[src/rtl/sklansky_approx_pipe.sv]
// Two-stage pipelined adder built on a Sklansky parallel-prefix carry tree,
// with an optional approximate mode for the low K bits and a mismatch counter.
//
// Ports:
//   clk, rst        - clock, synchronous active-high reset
//   in_valid/ready  - operand handshake (a, b, cin, approx_en)
//   out_valid/ready - result handshake (sum, cout)
//   approx_en       - 1: approximate low K bits, cin ignored; 0: exact a+b+cin
//   err_cnt         - saturating count of delivered approximate results that
//                     differ from exact a+b
//   cnt_clr         - synchronous clear of err_cnt (wins over an increment)
module sklansky_approx_pipe #(
  parameter int unsigned WIDTH = 16,
  parameter int unsigned K     = 4,
  parameter int unsigned CNT_W = 16
) (
  input  logic             clk,
  input  logic             rst,
  input  logic             in_valid,
  output logic             in_ready,
  input  logic [WIDTH-1:0] a,
  input  logic [WIDTH-1:0] b,
  input  logic             cin,
  input  logic             approx_en,
  output logic             out_valid,
  input  logic             out_ready,
  output logic [WIDTH-1:0] sum,
  output logic             cout,
  output logic [CNT_W-1:0] err_cnt,
  input  logic             cnt_clr
);

  localparam int unsigned LVLS = $clog2(WIDTH);
  localparam logic [CNT_W-1:0] CNT_MAX = '1;

  // Sklansky prefix adder over bitwise propagate/generate; returns {cout, sum}.
  // The carry-in is folded into bit 0's generate so the tree needs no extra column.
  function automatic logic [WIDTH:0] prefix_add(input logic [WIDTH-1:0] p,
                                                input logic [WIDTH-1:0] g,
                                                input logic             c0);
    logic [WIDTH-1:0] gg;
    logic [WIDTH-1:0] pp;
    logic [WIDTH-1:0] s;
    int               j;
    gg    = g;
    pp    = p;
    gg[0] = g[0] | (p[0] & c0);
    for (int l = 0; l < int'(LVLS); l++) begin
      for (int i = 0; i < int'(WIDTH); i++) begin
        if (((i >> l) & 1) == 1) begin
          // Last index of the lower half of this block; untouched at this level.
          j     = ((i >> l) << l) - 1;
          gg[i] = gg[i] | (pp[i] & gg[j]);
          pp[i] = pp[i] & pp[j];
        end
      end
    end
    s[0] = p[0] ^ c0;
    for (int i = 1; i < int'(WIDTH); i++) begin
      s[i] = p[i] ^ gg[i-1];
    end
    return {gg[WIDTH-1], s};
  endfunction

  // Handshake / stage-advance conditions
  logic s1_valid_q;
  logic out_valid_q;
  logic s2_adv_c;
  logic s1_adv_c;
  logic accept_c;

  always_comb begin
    s2_adv_c = !out_valid_q || out_ready;
    s1_adv_c = !s1_valid_q || s2_adv_c;
    accept_c = in_valid && s1_adv_c && !rst;
  end

  assign in_ready = s1_adv_c && !rst;

  // Stage 1: operands, mode and level-1 propagate/generate
  logic [WIDTH-1:0] a_q, b_q, p_q, g_q;
  logic [WIDTH-1:0] p_d, g_d;
  logic             cin_q, apx_q;

  always_comb begin
    p_d = a ^ b;
    g_d = a & b;
  end

  always_ff @(posedge clk) begin
    if (rst) begin
      s1_valid_q <= 1'b0;
    end else if (s1_adv_c) begin
      s1_valid_q <= in_valid;
    end
  end

  always_ff @(posedge clk) begin
    if (accept_c) begin
      a_q   <= a;
      b_q   <= b;
      cin_q <= cin;
      apx_q <= approx_en;
      p_q   <= p_d;
      g_q   <= g_d;
    end
  end

  // Stage 2 datapath: one shared tree; in approximate mode the low slice is
  // masked so the only carry reaching bit K is a[K-1]&b[K-1].
  logic [WIDTH-1:0] pt_c, gt_c;
  logic             c0_c;
  logic [WIDTH:0]   res_d;
  logic [WIDTH:0]   exact_c;
  logic             mism_d;

  always_comb begin
    pt_c = p_q;
    gt_c = g_q;
    c0_c = cin_q;
    if (apx_q) begin
      c0_c = 1'b0;
      for (int i = 0; i < int'(K); i++) begin
        pt_c[i] = 1'b0;
        if (i + 1 != int'(K)) gt_c[i] = 1'b0;
      end
    end
    res_d = prefix_add(pt_c, gt_c, c0_c);
    if (apx_q) begin
      if (K > 0) res_d[0] = p_q[0];
      for (int i = 1; i < int'(K); i++) begin
        res_d[i] = g_q[i-1] ^ p_q[i];
      end
    end
    exact_c = {1'b0, a_q} + {1'b0, b_q};
    mism_d  = apx_q && (res_d != exact_c);
  end

  // Stage 2 registers
  logic [WIDTH-1:0] sum_q;
  logic             cout_q;
  logic             mism_q;

  always_ff @(posedge clk) begin
    if (rst) begin
      out_valid_q <= 1'b0;
      sum_q       <= '0;
      cout_q      <= 1'b0;
      mism_q      <= 1'b0;
    end else if (s2_adv_c) begin
      out_valid_q <= s1_valid_q;
      if (s1_valid_q) begin
        {cout_q, sum_q} <= res_d;
        mism_q          <= mism_d;
      end
    end
  end

  // Saturating mismatch counter, bumped on delivered mismatching results
  logic [CNT_W-1:0] err_cnt_q;

  always_ff @(posedge clk) begin
    if (rst || cnt_clr) begin
      err_cnt_q <= '0;
    end else if (out_valid_q && out_ready && mism_q && (err_cnt_q != CNT_MAX)) begin
      err_cnt_q <= err_cnt_q + CNT_W'(1);
    end
  end

  assign out_valid = out_valid_q;
  assign sum       = sum_q;
  assign cout      = cout_q;
  assign err_cnt   = err_cnt_q;

endmodule
[config.mk]
export PLATFORM = sky130hd
export DESIGN_NAME = sklansky_approx_pipe
export DESIGN_NICKNAME = d
export VERILOG_FILES = /design/src/rtl/sklansky_approx_pipe.sv
export SDC_FILE = /design/constraint.sdc
export NUM_CORES = 1
export LEC_CHECK = 0
export ABC_AREA = 1
export CORE_MARGIN = 2
export CORE_UTILIZATION = 30
export DETAILED_ROUTE_END_ITERATION = 8
export DONT_BUFFER_PORTS = 1
export PLACE_DENSITY = 0.5
export SLEW_MARGIN = 20
export SYNTH_ARGS = -nofsm -noshare
export SYNTH_HDL_FRONTEND = slang
export SYNTH_SLANG_ARGS = --single-unit
[constraint.sdc]
create_clock -name clk -period 4.4 [get_ports clk]
set_input_delay 0 -clock clk [delete_from_list [all_inputs] [get_ports clk]]
set_output_delay 0 -clock clk [all_outputs]
set_load 0.05 [all_outputs]
# Word level (Yosys, flattened, before mapping)
# Index checks and enable logic that the tools add are counted.
# Widths: inputs -> output; s select.
dict set report totals {
  ff_bits 102
  input_bits 39
  out_inout_bits 35
  word_cells 138
}
dict set report classes {
  addsub 2
  eq_ne 2
  n_mux 4
  bitwise 104
  n_reduce_logical 14
}
# op n
set op_table {}
lappend op_table {{$and 1x1->1} 50}
lappend op_table {{$or 1x1->1} 33}
lappend op_table {{$xor 1x1->1} 19}
lappend op_table {{$add 16x16->17} 1}
lappend op_table {{$ne 17x17->1} 1}
lappend op_table {{$add 16x1->16 const B} 1}
lappend op_table {{$and 16x16->16} 1}
lappend op_table {{$ne 16x16->1 const B} 1}
lappend op_table {{$xor 16x16->16} 1}
lappend op_table {{$mux 4} 2}
lappend op_table {{$logic_and 1x1->1} 7}
lappend op_table {{$logic_not 1->1} 3}
lappend op_table {{$logic_or 1x1->1} 3}
lappend op_table {{$mux 3} 1}
lappend op_table {{$reduce_and 2->1} 1}
lappend op_table {{$mux 1} 1}

# Logic depth before layout (Yosys ltp)
# Gate-level depths: netlist of run 1.
dict set report depth {
  depth_word 14
  mapped_depth 25
  ltp_nobuf 25
}

# Least setup slack after synthesis of run 1
# OpenSTA, ideal clock, no wires.
dict set report synth_path {
  path_type {flip-flop to flip-flop}
  startpoint {register out_valid_q, in the netlist out_valid}
  endpoint {register a_q[0] (enable)}
  setup_time_ns 0.490
  arrival_time_ns 3.501
  required_ns 3.910
  slack_ns 0.408
  path_stages_with_launch 4
  path_buffers 0
  synth_period_minus_slack_ns 3.992
  path_cell_list {dfxtp_1 > nand3_1 > nand2_1 > nor2_1}
}
dict set report synth_between {
  elab_chain_len 5
}
# item line
set synth_lines {}
lappend synth_lines {{from (decl)} 67} ;# logic out_valid_q;
lappend synth_lines {{from (signal assigned)} 151} ;# out_valid_q <= s1_valid_q;
lappend synth_lines {{$logic_not 1->1} 73} ;# s2_adv_c = !out_valid_q || out_ready;
lappend synth_lines {{$logic_or 1x1->1} 73}
lappend synth_lines {{$logic_or 1x1->1} 74} ;# s1_adv_c = !s1_valid_q || s2_adv_c;
lappend synth_lines {{$logic_and 1x1->1 (2 in a row)} 75} ;# accept_c = in_valid && s1_adv_c && !rst;
lappend synth_lines {{named net accept_c} 70} ;# logic accept_c;
lappend synth_lines {{to (signal assigned)} 100} ;# a_q <= a;
lappend synth_lines {{to (decl)} 81} ;# logic [WIDTH-1:0] a_q, b_q, p_q, g_q;
# The timed path passes the listed nets, and every way through them passes these cells.
# A chain may end at the register's enable or synchronous reset.

# Worst setup path after layout of run 1
dict set report layout_path {
  startpoint {register apx_q}
  endpoint {register mism_q}
}
dict set report layout_between {
  elab_chain_len 14
  word_cells_on_any_way 57
  classes_between {eq/ne: 1; mux: 4; bitwise: 51; reduce/logical: 1}
}
# item line
set layout_lines {}
lappend layout_lines {{from (decl)} 83} ;# logic cin_q, apx_q;
lappend layout_lines {{from (signal assigned)} 103} ;# apx_q <= approx_en;
lappend layout_lines {{$mux 4 or $mux 1 (tied branches)} 121} ;# if (apx_q) begin
lappend layout_lines {{$and 1x1->1} 47} ;# gg[0] = g[0] | (p[0] & c0);
lappend layout_lines {{$or 1x1->1} 47}
lappend layout_lines {{$and 1x1->1} 53} ;# gg[i] = gg[i] | (pp[i] & gg[j]);
lappend layout_lines {{$or 1x1->1} 53}
lappend layout_lines {{$and 1x1->1} 53}
lappend layout_lines {{$or 1x1->1} 53}
lappend layout_lines {{$and 1x1->1} 53}
lappend layout_lines {{$or 1x1->1} 53}
lappend layout_lines {{$and 1x1->1} 53}
lappend layout_lines {{$or 1x1->1} 53}
lappend layout_lines {{$xor 1x1->1} 60} ;# s[i] = p[i] ^ gg[i-1];
lappend layout_lines {{$ne 17x17->1} 136} ;# mism_d = apx_q && (res_d != exact_c);
lappend layout_lines {{$logic_and 1x1->1 (*)} 136}
lappend layout_lines {{to (signal assigned)} 154} ;# mism_q <= mism_d;
lappend layout_lines {{to (decl)} 142} ;# logic mism_q;
# Every way passes the cells marked *; elsewhere a longest branch is shown, timed or not.

==> impl_metrics.json, run 1 <==
{
  "multiInputGateArea_um2": 2442,
  "grt_overflow": 0,
  "ys_warn_count": 0,
  "p_int_uw": 1709,
  "synth_fp_nets": 723,
  "max_slew_margin": 0.3439,
  "worst_pin_slew_ns": 0.9819,
  "ir_drop_uv": 237.3,
  "met2_length_mm": 6.113,
  "synth.avg_cell_area_um2": 8.584,
  "post_dp_cell_area_um2": 5822,
  "antenna_found_initial": 0,
  "cts_sinks": 102,
  "cpPeakStageDelay_ns": 0.56,
  "critPathSlowestCell": "edfxtp_1",
  "cp_cell_sequence": "nor2_1, ha_1, a21o_1, ha_1, inv_1, nand2_1, nand2_2, nand2_4, nand2_4, nand2_4, ha_1, nor2_1, xor2_1, xor2_1, nand2_1, nand2_1, nand3_1, nor2_1, nand2_1, nor2_1, nand3_1, nand2_1, a21oi_2",
  "grt_max_degree": 36,
  "post-route-util": 0.3630,
  "cts_buffer_depth": 2,
  "dr.pass1.iters": 5,
  "arrival_ns": 3.37,
  "finalMaxSlewViolations": 0,
  "ys_ff_latch": 102,
  "io_pins": 74,
  "core_um2": 18020,
  "port_buffers": 0,
  "die-area_um2": 19560,
  "detail_route.wl_per_cell_um": 14.15,
  "nets": 769,
  "yosys.area.top_type": "edfxtp_1",
  "synth_area_um2": 5537,
  "synth-seq-area-share": 0.4881,
  "start_util": 0.3072,
  "setup_viol": 0,
  "min_path_type": "primary input to flip-flop",
  "n_fill_cell": 1889,
  "clk_pin_slew_worst_paths_ns": 0.07,
  "p_comb_frac": 0.131,
  "final.setup_skew_ns": 0.006402,
  "final_area_um2": 6544,
  "placementRows": 49,
  "cp_max_fo": 12,
  "power_frac_seq": 0.490,
  "clk_latency_ns": 0.35,
  "min_period_ns": 3.142,
  "cellPowerDensity_nw_per_um2": 353.6,
  "viasPerCell": 4.653,
  "post_cts_buffers": 0,
  "cpMostUsedCell": "nand2_1",
  "die_y_um": 139.9,
  "grt_pass1_vias": 4494,
  "max_freq_mhz": 318.2,
  "synth_cells": 645,
  "ctsHtreeMaxLevel": 3,
  "grt_first_pass_wirelength_mm": 22.04,
  "swShare": 0.2614,
  "status": "finished, final reports clean",
  "dr_total_vias": 4304,
  "wl_met1_mm": 6.093,
  "die_x_um": 139.9,
  "crit_type": "flip-flop to flip-flop",
  "synth_top_cells_by_area": "edfxtp_1, dfxtp_1, nand2_1",
  "wl_met3_um": 647,
  "fin_crit_sh": 0.7141,
  "root_buffer": "clkbuf_16",
  "cp-end-kind": "flip-flop",
  "ys_types": 42,
  "switching_power_uw": 604.8,
  "hold_viol_final": 0,
  "top_layer_used": "met4",
  "drc_errors": 0,
  "cts_tree": "done",
  "start_kind": "flip-flop",
  "drive_above_1_share": 0.05316,
  "grt_usage": 0.1406,
  "drt_iter0_markers": 249,
  "area_growth_pct": 18.19,
  "antenna_left": 0,
  "wl_mm": 13.09,
  "n_antenna_cell": 0,
  "required_ns": 4.63,
  "clock_power_share": 0.379,
  "dpl.hpwl_mm": 10.28,
  "maxCapViolations": 0,
  "gp_congestion": 0.8536,
  "synth_top_area_share": 0.3580,
  "p_leak_uw": 0.002838,
  "tns_ns": 0,
  "cts_buffers": 9,
  "rsz0062_at_grt": "no",
  "seqCellArea_um2": 2703,
  "reg2reg_slack_ns": 1.26
}
[per-stage QoR]
step           cells  power, µW  setup WS, ns  hold slack (ns)
4_1_cts          925       2339         1.253           0.1195
3_5_place_dp     870       1427         1.283          0.06739
5_1_grt          925       2424         1.000           0.1428
6_report         925       2314         1.258           0.1051
3_3_place_gp     870       1425         1.347          0.06517
2_1_floorplan    645       1355        0.4085          0.09887
[synthesized netlist by cell type, drive strengths merged]
master,instances
nand3b,3
dfxtp,36
ha,38
o21ai,28
nor3,14
o211ai,6
nand2b,1
a211oi,1
buf,1
or2,3
xor2,12
inv,99
nor2,53
a21oi,42
a21o,1
edfxtp,66
nand3,47
xnor2,5
o21a,1
nor3b,1
nand4,4
o21bai,4
a31oi,2
o31ai,2
a21boi,3
nand2,160
nor4,4
clkbuf,5
clkinv,1
fa,1
a221oi,1
[registers in the layout (all words and copies together) (netlist names)]
| name | flops |
|---|---|
| p_q | 16 |
| sum | 16 |
| apx_q | 1 |
| mism_q | 1 |
| cout | 1 |
| out_valid | 1 |
| b_q | 16 |
| g_q | 16 |
| a_q | 16 |
| err_cnt | 16 |
| cin_q | 1 |
| s1_valid_q | 1 |
[worst paths after layout]
| kind | cells past startpoint | endpoint | startpoint |
|---|---|---|---|
| max reg2reg | 23 | mism_q$_SDFFE_PP0P_ | apx_q$_DFFE_PP_ |
| max | 23 | mism_q$_SDFFE_PP0P_ | apx_q$_DFFE_PP_ |
| min reg2reg | 2 | mism_q$_SDFFE_PP0P_ | mism_q$_SDFFE_PP0P_ |
| min | 3 | sum[1]$_SDFFE_PP0P_ | rst |
[power groups by stage]
stage | logic (µW) | clock network (µW) | registers, µW
3_5_place_dp | 271 | 0 | 1160
4_1_cts | 307 | 898 | 1130
3_3_place_gp | 269 | 0 | 1160
5_1_grt | 354 | 932 | 1140
6_report | 303 | 877 | 1130
2_1_floorplan | 208 | 0 | 1150
[per-layer routing]
layer  vias up  track usage
met3        15      0.04267
met5         -            0
met2        75       0.2362
met4         0      0.04474
met1      1986       0.1730
li1       2228            -
[final cells by class]
| class | instances | area share |
|---|---|---|
| sequential | 102 | 0.4130 |
| multi-input combinational | 437 | 0.3732 |
| timing repair buffer | 41 | 0.06195 |
| inverter | 100 | 0.05736 |
| clock buffer | 14 | 0.04532 |
| tap | 229 | 0.04379 |
| clock inverter | 2 | 0.005354 |
[cells by family after synthesis]
family | Yosys count | synth area share
flip-flops | 102 | 0.4881
XOR/XNOR | 17 | 0.02825
adder cells (fa/ha/maj) | 39 | 0.08949
buffers and inverters | 106 | 0.07209
AND/OR/NAND/NOR | 290 | 0.2285
AO/OA/AOI/OAI | 91 | 0.09356
[layout by cell type, fill, tap and decap left out, drive strengths merged]
master         n
dfxtp         36
buf            2
nor3          14
nand3b         3
xnor2          5
clkbuf        14
or2            3
edfxtp        66
nand4          4
o211ai         6
o21bai         4
dlygate4sd3   39
nor4           4
nand2b         1
a21o           1
a221oi         1
nand2        160
o21a           1
xor2          12
o31ai          2
a21oi         42
ha            38
a31oi          2
a21boi         3
nor3b          1
inv           99
o21ai         28
nor2          53
bufinv         1
fa             1
clkinv         2
nand3         47
a211oi         1
[worst max-delay path: cells and delay by family, from the launching register on]
family | cells | cell delay, ns
adders and majority gates | 3 | 0.57
DFF | 1 | 0.56
xor gates and xnor gates | 2 | 0.43
AOI/OAI and AO/OA | 2 | 0.20
buffers and inverters | 1 | 0.05
and+or+nand+nor | 15 | 1.23
[repair_timing]
item | 4_1_cts | 5_1_grt
hold buffers | 39 | 0
gates resized for setup | 0 | 0
endpoints found under the hold margin | 83 | 0
(Power assumes the default switching activity.)
==> run 2, diff against run 1 <==
ABC_AREA = 0   (was 1)
PLACE_DENSITY = 0.51   (was 0.5)
clock period = 2.68 ns   (was 4.4 ns; I/O delays follow)
==> run 2 against run 1 <==
  * The run now ends with setup timing left
  * Sequential share of layout area down 0.50 points
  * Clock-buffer cell count down 1
  * Worst hold slack worse by 0.064 ns
  * Critical path type unchanged
  * Largest power group unchanged
==> impl_metrics.json, run 2 <==
{
  "port_buffers": 0,
  "final_common_cell": "edfxtp_1",
  "synth.avg_cell_area_um2": 11.51,
  "hold_viol_final": 0,
  "grt_usage": 0.1317,
  "grt_overflow": 0,
  "clk_latency_ns": 0.35,
  "synthMuxAreaShare": 0.003934,
  "arrival_ns": 3.74,
  "area_growth_pct": 30.17,
  "clk_pin_slew_worst_paths_ns": 0.07,
  "synth_compound_area_frac": 0.1111,
  "antenna_left": 0,
  "post_dp_cell_area_um2": 5818,
  "gp_congestion": 0.8166,
  "ctsHtreeMaxLevel": 3,
  "start_util": 0.3069,
  "synth-xor-area-share": 0.1025,
  "die_x_um": 134.2,
  "cp-end-kind": "flip-flop",
  "n_fill_cell": 1653,
  "grt_pass1_vias": 3836,
  "maxCapViolations": 0,
  "max_freq_mhz": 285.7,
  "synthAdderAreaFrac": 0.09737,
  "dr.pass1.iters": 4,
  "antenna_found_initial": 0,
  "synth_cells": 442,
  "yosys.area.top_type": "edfxtp_1",
  "power_uw": 3738,
  "failed_checks": "setup timing",
  "detail_route.wl_per_cell_um": 14.73,
  "io_pins": 74,
  "min_period_ns": 3.500,
  "placementRows": 47,
  "wl_mm": 11.35,
  "final_area_um2": 6624,
  "most-common-layout-cells": "edfxtp_1, buf_4, nand2_1",
  "synth.most_common_cell": "edfxtp_1",
  "synth_common_cells": "edfxtp_1, nand2_1, nor2_1",
  "p_leak_uw": 0.002567,
  "final.setup_skew_ns": 0.007898,
  "max_slew_margin": 0.4086,
  "cts_sinks": 102,
  "min_path_type": "primary input to flip-flop",
  "core_um2": 16580,
  "synth_top_cells_by_area": "edfxtp_1, dfxtp_1, ha_1",
  "viasPerCell": 4.654,
  "cts_buffer_depth": 2,
  "ys_types": 58,
  "dp_slack_ns": -0.8848,
  "synthArstFlopShare": 0,
  "ys_ff_latch": 102,
  "root_buffer": "clkbuf_16",
  "start_kind": "flip-flop",
  "worst_pin_slew_ns": 0.8842,
  "fin_ws_ns": -0.8197,
  "setup_viol": 6,
  "nets": 624,
  "cellPowerDensity_nw_per_um2": 564.3,
  "drt_iter0_markers": 109,
  "ir_drop_uv": 328.8,
  "status": "finished, violations left",
  "finalMaxSlewViolations": 0,
  "synth_top_family_by_area": "simple AND/OR/NAND/NOR gates",
  "cts_buffers": 9,
  "synth-seq-area-share": 0.5311,
  "fin_crit_sh": 1.306,
  "die-area_um2": 18020,
  "dr_total_vias": 3588,
  "die_y_um": 134.2,
  "grt_max_degree": 43,
  "synth_ff_type": "edfxtp_1",
  "cts_tree": "done",
  "synth_area_um2": 5089,
  "drive_above_1_share": 0.2123,
  "synthSimpleGateAreaFrac": 0.1399,
  "dpl.hpwl_mm": 8.751,
  "grt_first_pass_wirelength_mm": 18.60,
  "ys_warn_count": 0,
  "synth_fp_nets": 520,
  "rsz0062_at_grt": "yes",
  "tns_ns": -1.805,
  "cp_max_fo": 2,
  "n_antenna_cell": 0,
  "required_ns": 2.92,
  "synth_top_area_share": 0.3895,
  "crit_type": "flip-flop to flip-flop",
  "drc_errors": 0,
  "hold_ws_ns": 0.04141,
  "synth-edff-count": 66
}
==> run 2: cell types whose count changed after synthesis, moves of 10 or more <==
| cell | previous run | this run |
|---|---|---|
| xnor2_1 | 5 | 30 |
| nand3_1 | 46 | 10 |
| o21ai_0 | 27 | 14 |
| inv_1 | 98 | 7 |
| nand2_1 | 149 | 45 |
| nor2_1 | 52 | 42 |
==> run 2: cells by family (layout without fill, tap and decap cells) <==
| logic type | count (synthesis) | after routing |
|---|---|---|
| flip-flops | 102 | 102 |
| multiplexers | 2 | 2 |
| AO/OA/AOI/OAI | 87 | 87 |
| buffers and inverters | 16 | 125 |
| adder cells (fa/ha/maj) | 39 | 39 |
| AND/OR/NAND/NOR | 145 | 145 |
| XOR/XNOR | 51 | 51 |
==> run 2: power by group <==
group / internal (µW) / switching [µW] / leakage, µW
logic: 290 / 270 / 0.00149
clock network: 770 / 568 / 0.000156
registers: 1750 / 91.8 / 0.000921
==> run 2: final timing paths <==
path | from | cells past startpoint | endpoint | slack, ns
setup reg to reg | p_q[0]$_DFFE_PP_ | 17 | mism_q$_SDFFE_PP0P_ | -0.82
hold / removal | rst | 2 | err_cnt[9]$_SDFFE_PP0P_ | 0.04
hold reg to reg | s1_valid_q$_SDFFE_PP0N_ | 2 | out_valid$_SDFFE_PP0P_ | 0.55
setup / recovery | p_q[0]$_DFFE_PP_ | 17 | mism_q$_SDFFE_PP0P_ | -0.82
==> run 2: layout make-up <==
cell class	count	area, µm²	area share
clock buffer	13	292.8	0.04420
tap	220	275.3	0.04156
sequential	102	2703	0.4080
clock inverter	3	22.52	0.003400
timing repair buffer	102	882.1	0.1332
multi-input combinational	324	2422	0.3657
inverter	7	26.28	0.003967
==> run 2: what timing repair did <==
item,4_1_cts,5_1_grt
setup buffers,2,3
pin swaps,8,9
endpoints found under the setup margin,6,7
hold buffers,37,0
gates resized for setup,9,11
hold endpoints to repair,86,0
==> run 2: layer usage <==
| metal | vias up | global-route usage | share of wire |
|---|---|---|---|
| li1 | 1806 | - | - |
| met1 | 1702 | 0.1523 | 0.43 |
| met2 | 71 | 0.2333 | 0.50 |
| met3 | 9 | 0.04157 | 0.061 |
| met4 | 0 | 0.03860 | 0.012 |
| met5 | - | 0 | 0 |
==> run 2: stage by stage <==
stage | instances | utilization
floorplan | 442 | -
global placement | 714 | 0.3508
detailed placement | 714 | 0.3508
CTS | 768 | 0.3945
global route | 771 | 0.3994
finish | 771 | 0.3994
==> run 2: worst max-delay path, stage by stage, from the launching register on <==
cell       delay [ns]
edfxtp_1         0.38
nor2b_4          0.14
ha_2             0.17
a21o_1           0.15
ha_2             0.18
o21a_1           0.21
nor3_4           0.15
o21ai_2          0.10
a21oi_2          0.14
o21bai_1         0.08
ha_1             0.32
xnor2_2          0.21
xnor2_1          0.15
and3_1           0.19
o2111ai_2        0.14
nor4b_4          0.27
nand4_1          0.14
o31a_1           0.26
